<file path="config.mk">
export PLATFORM = sky130hd
export DESIGN_NAME = writeback_stage
export DESIGN_NICKNAME = d
export VERILOG_FILES = /design/src/rtl/arm_pkg.sv /design/src/rtl/load_align.sv /design/src/rtl/writeback_stage.sv
export SDC_FILE = /design/constraint.sdc
export NUM_CORES = 1
export LEC_CHECK = 0
export CORE_MARGIN = 5
export CORE_UTILIZATION = 40
export CTS_BUF_LIST = sky130_fd_sc_hd__clkbuf_2 sky130_fd_sc_hd__clkbuf_4 sky130_fd_sc_hd__clkbuf_8
export DETAILED_ROUTE_END_ITERATION = 16
export GPL_ROUTABILITY_DRIVEN = 0
export GPL_TIMING_DRIVEN = 0
export HOLD_SLACK_MARGIN = 0.06
export MAX_ROUTING_LAYER = met4
export PLACE_DENSITY = 0.73
export REMOVE_ABC_BUFFERS = 1
export SYNTH_ARGS = -nofsm -noshare
export SYNTH_HDL_FRONTEND = slang
export SYNTH_SLANG_ARGS = --single-unit
export TNS_END_PERCENT = 10
</file>
<file path="constraint.sdc">
create_clock -name Clk -period 5.2 [get_ports Clk]
set_input_delay 1.04 -clock Clk [delete_from_list [all_inputs] [get_ports Clk]]
set_output_delay 1.04 -clock Clk [all_outputs]
set_load 0.01 [all_outputs]
</file>
<file path="src/rtl/arm_pkg.sv">
// arm_pkg: shared types and constants for the writeback stage
package arm_pkg;
  localparam int DATA_W = 32;
  typedef enum logic [1:0] {
    MEM_WORD = 2'b00,
    MEM_HALF = 2'b01,
    MEM_BYTE = 2'b10
  } mem_size_t;
  typedef enum logic {
    IDLE,
    WAIT_MEM
  } wb_state_t;
  typedef struct packed {
    logic [1:0] off;
    logic [3:0] wa3;
    logic       regWrite;
    logic       pcSrc;
    logic [1:0] size;
    logic       loadSigned;
  } pend_t;
endpackage

</file>
<file path="src/rtl/load_align.sv">
// load_align: picks the addressed half/byte of a read word and zero/sign-extends it
module load_align
  import arm_pkg::*;
(
  input  logic [DATA_W-1:0] data,
  input  logic [1:0]        off,
  input  logic [1:0]        size,
  input  logic              loadSigned,
  output logic [DATA_W-1:0] result
);
  logic [15:0] halfVal;
  logic [7:0]  byteVal;
  always_comb begin
    halfVal = data[{off[1], 4'b0} +: 16];
    byteVal = data[{off, 3'b0} +: 8];
    result  = size == MEM_HALF ? {{16{loadSigned & halfVal[15]}}, halfVal}
            : size == MEM_BYTE ? {{24{loadSigned & byteVal[7]}}, byteVal} : data;
  end
endmodule

</file>
<file path="src/rtl/writeback_stage.sv">
// writeback_stage: memory->writeback register with load-return wait, alignment and timeout
module writeback_stage
  import arm_pkg::*;
#(
  parameter int TIMEOUT = 16
) (
  input  logic              Clk,
  input  logic              Rst,
  input  logic              ValidM,
  input  logic [DATA_W-1:0] ALUResultM,
  input  logic [3:0]        WA3M,
  input  logic              RegWriteM,
  input  logic              MemToRegM,
  input  logic              PCSrcM,
  input  logic [1:0]        MemSizeM,
  input  logic              LoadSignedM,
  input  logic              FlushW,
  input  logic              MemRValid,
  input  logic [DATA_W-1:0] MemRData,
  output logic              StallM,
  output logic              RegWriteW,
  output logic [3:0]        WA3W,
  output logic [DATA_W-1:0] ResultW,
  output logic              PCSrcW,
  output logic              LoadTimeout
);
  localparam int CW = $clog2(TIMEOUT);
  wb_state_t         state, nextState;
  logic [CW-1:0]     cnt;
  pend_t             pend;
  logic              inWait, lastWait, goWait, retire, timeoutNow;
  logic              retRegWrite, retPcSrc, alSigned;
  logic [3:0]        retWa3;
  logic [1:0]        alOff, alSize;
  logic [DATA_W-1:0] aligned, retData;

  load_align uAlign (
    .data      (MemRData),
    .off       (alOff),
    .size      (alSize),
    .loadSigned(alSigned),
    .result    (aligned)
  );

  always_ff @(posedge Clk or negedge Rst)
    if (!Rst) state <= IDLE;
    else state <= nextState;

  // A pending load uses the latched request; otherwise the live memory-stage inputs
  always_comb begin
    inWait      = state == WAIT_MEM;
    lastWait    = cnt == CW'(TIMEOUT - 1);
    goWait      = !inWait && ValidM && MemToRegM && !MemRValid && !FlushW;
    StallM      = Rst && (goWait || (inWait && !FlushW && !MemRValid && !lastWait));
    nextState   = StallM ? WAIT_MEM : IDLE;
    retire      = !FlushW && (inWait ? MemRValid : ValidM && (!MemToRegM || MemRValid));
    timeoutNow  = inWait && !FlushW && !MemRValid && lastWait;
    alOff       = inWait ? pend.off : ALUResultM[1:0];
    alSize      = inWait ? pend.size : MemSizeM;
    alSigned    = inWait ? pend.loadSigned : LoadSignedM;
    retRegWrite = inWait ? pend.regWrite : RegWriteM;
    retPcSrc    = inWait ? pend.pcSrc : PCSrcM;
    retWa3      = inWait ? pend.wa3 : WA3M;
    retData     = !inWait && !MemToRegM ? ALUResultM : aligned;
  end

  always_ff @(posedge Clk or negedge Rst)
    if (!Rst) begin
      cnt         <= '0;
      pend        <= '0;
      RegWriteW   <= 1'b0;
      PCSrcW      <= 1'b0;
      WA3W        <= '0;
      ResultW     <= '0;
      LoadTimeout <= 1'b0;
    end else begin
      cnt       <= inWait && nextState == WAIT_MEM ? cnt + 1'b1 : '0;
      RegWriteW <= retire && retRegWrite;
      PCSrcW    <= retire && retPcSrc;
      if (goWait) pend <= '{ALUResultM[1:0], WA3M, RegWriteM, PCSrcM, MemSizeM, LoadSignedM};
      if (retire) begin
        WA3W    <= retWa3;
        ResultW <= retData;
      end
      if (timeoutNow) LoadTimeout <= 1'b1;
    end
endmodule

</file>
==> flow_summary.yaml <==
sta:
  fin_crit_ns: 4.636
  slew_violations: 0
  setup_viol: 0
  min_period_over_period: 0.8915
  maxSlewHeadroom: 0.03154
  max_freq_mhz: 215.7
  report.final.hold_viol_count: 0
  rsz0062_at_grt: "false"
  clock_skew_ns: 0.007958
  setup_tns_ns: 0
  holdWs_ns: 0.4722
  tightestPinTransition_ns: 1.447
  setup_ws_ns: 0.5640
cts:
  cts_resized: 0
  clockBufferDepth: 2
  numCtsBuffers: 5
  cts_tree: "yes"
  path_clk_slew_ns: 0.12
  cts_setup_buffers: 0
  clkLatencyLatePin_ns: 0.33
  htreeDepth: 2
  clockRootBuffer: "clkbuf_8"
  cts_hold_buf: 0
  cts.sinks: 55
cells_and_area:
  final_common_cell: "clkdlybuf4s50_1"
  areaGrowthSynthToFinish_pct: 41.31
  most-common-layout-cells: "clkdlybuf4s50_1, dfrtp_1, o21ai_0, a21oi_1"
  final_cell_area_mm2: 0.004669
  diodes: 0
  instances_no_fill: 550
  layout-drive-gt1-share: 0.07640
  fillers: 717
  finish.utilization: 0.5741
  nets: 524
worst_setup_path:
  cp.arrival_ns: 4.89
  critPathBufInv: 1
  crit_type: "in -> reg"
  ff2ff_setup_slack_ns: 0.74
  start_kind: "input pin"
  max_stage_delay_ns: 1.28
  crit_fanout: 30
  path_cells: "clkdlybuf4s50_1 > nor2_1 > o221ai_4 > nor2_1 > o21ai_0 > o221ai_2"
  cp-end-kind: "flop"
  cp_common_cell: "nor2_1"
  cpLargestDelayFamily: "simple AND/OR/NAND/NOR gates"
  cp.required_ns: 5.45
  slowest_stage: "nor2_1"
pwr:
  seqPwrFrac: 0.435
  swShare: 0.3293
  pwr-share-comb: 0.347
  p_clk_frac: 0.218
  power.density_mw_per_mm2: 271.4
  finalPower_mw: 1.267
  p_switching_uw: 417.3
  p_int_uw: 849.9
  p_leak_nw: 1.839
  irDropWorstVdd_v: 0.0001548
global_routing:
  grt_pass1_vias: 3247
  grt_overflow: 0
  grt_pass1_wl_um: 17020
  grtUsageTotal: 0.2178
  antenna_found_initial: 0
  grt_max_degree: 46
routing:
  first_pass_iters: 4
  wl_per_cell_um: 20.14
  route.detailed.drc: 0
  route.antenna.remaining_nets: 0
  drt_iter0_markers: 211
  dr_total_vias: 3198
  viasPerCell: 5.815
  drt-total-wl_um: 11080
run_status:
  outcome: "completed"
placed_design:
  io_buffers: 118
  dp_slack_ns: 0.2929
  dpl.hpwl_um: 7778
  dp_cells: 542
  placed_area_mm2: 0.004567
die:
  die_w_um: 100.9
  die_h_um: 100.9
  io_pins: 119
  design.core.area_mm2: 0.008134
  initial_core_util: 0.4062
  rows: 33
  dieArea_mm2: 0.01018
synthesis:
  syn_area_mm2: 0.003304
  yosys_most_used_dff: "dfrtp_1"
  async_reset_ff_frac: 1.000
  synth-seq-cells: 55
  ys_types: 45
  synth_edf_count: 0
  synth_area_per_cell_um2: 9.662
  ys_seq_area_frac: 0.4165
  yosys_warnings: 0
  syn_inst: 342
run:
  maxCapViolations: 0
min_path:
  hp-class: "reg -> reg"
worst reg2reg max path, delay by kind of cell, from the launching register on:
family	cells	cell delay, ns
AOI/OAI and AO/OA	3	1.20
DFF	1	0.80
and+or+nand+nor	2	2.39
sequential cells by signal (all words and copies together), names as in the netlist:
| signal | flops |
|---|---|
| PCSrcW | 1 |
| LoadTimeout | 1 |
| ResultW | 32 |
| RegWriteW | 1 |
| cnt | 4 |
| inWait | 1 |
| WA3W | 4 |
| pend | 11 |
layer usage:
metal / global-route usage / vias up / part of all wire
met2: 0.3468 / 132 / 0.47
met4: 0.06748 / 0 / 0.016
met3: 0.04775 / 14 / 0.085
li1: - / 1496 / -
met5: - / - / 0
met1: 0.2777 / 1556 / 0.42
worst paths after layout:
check | from | end | cells after the start
worst min register to register | cnt[0] | cnt[0] | 1
worst max-delay path | MemToRegM | ResultW[9] | 6
worst max register to register | inWait | ResultW[9] | 5
min in group asynchronous | Rst | PCSrcW | 1
worst min-delay path | cnt[0] | cnt[0] | 1
max in group asynchronous | Rst | ResultW[4] | 2
logic make-up (layout without fill, tap and decap cells):
kind of cell,after synthesis,count (layout),share of synthesized area
compound gates,151,151,0.3006
simple gates,65,65,0.09694
flops,55,55,0.4165
mux,39,39,0.1318
buf+inv,27,130,0.03976
xor+xnor,4,4,0.01060
fa+ha+maj,1,1,0.003786
cell type report:
class,count,area (µm²),area share
Inverter,1,3.754,0.0008039
Clock inverter,3,33.78,0.007235
Multi-Input combinational cell,260,1817,0.3891
Timing Repair Buffer,121,1239,0.2653
Clock buffer,5,68.82,0.01474
Sequential cell,55,1376,0.2947
Tap cell,105,131.4,0.02814
power groups by stage:
stage                     clock network (mW)  logic [mW]  registers (mW)
after floorplan                            0       0.160           0.580
after global placement                     0       0.423           0.556
after detailed placement                   0       0.439           0.559
after CTS                              0.279       0.441           0.551
after global routing                   0.297       0.471           0.561
final                                  0.277       0.439           0.551
synth_stat cells, types with 9 or more instances:
| master | instances | area, µm² |
|---|---|---|
| dfrtp_1 | 55 | 1376 |
| o21ai_0 | 42 | 210.2 |
| a21oi_1 | 26 | 130.1 |
| mux2i_1 | 23 | 230.2 |
| nand2_1 | 23 | 86.33 |
| a2bb2oi_1 | 21 | 183.9 |
| o21ai_1 | 21 | 105.1 |
| clkbuf_1 | 19 | 71.32 |
| nor2_1 | 14 | 52.55 |
| mux2_1 | 10 | 112.6 |
| a211oi_1 | 9 | 67.56 |
No activity file was read; power rests on OpenSTA's default activity.
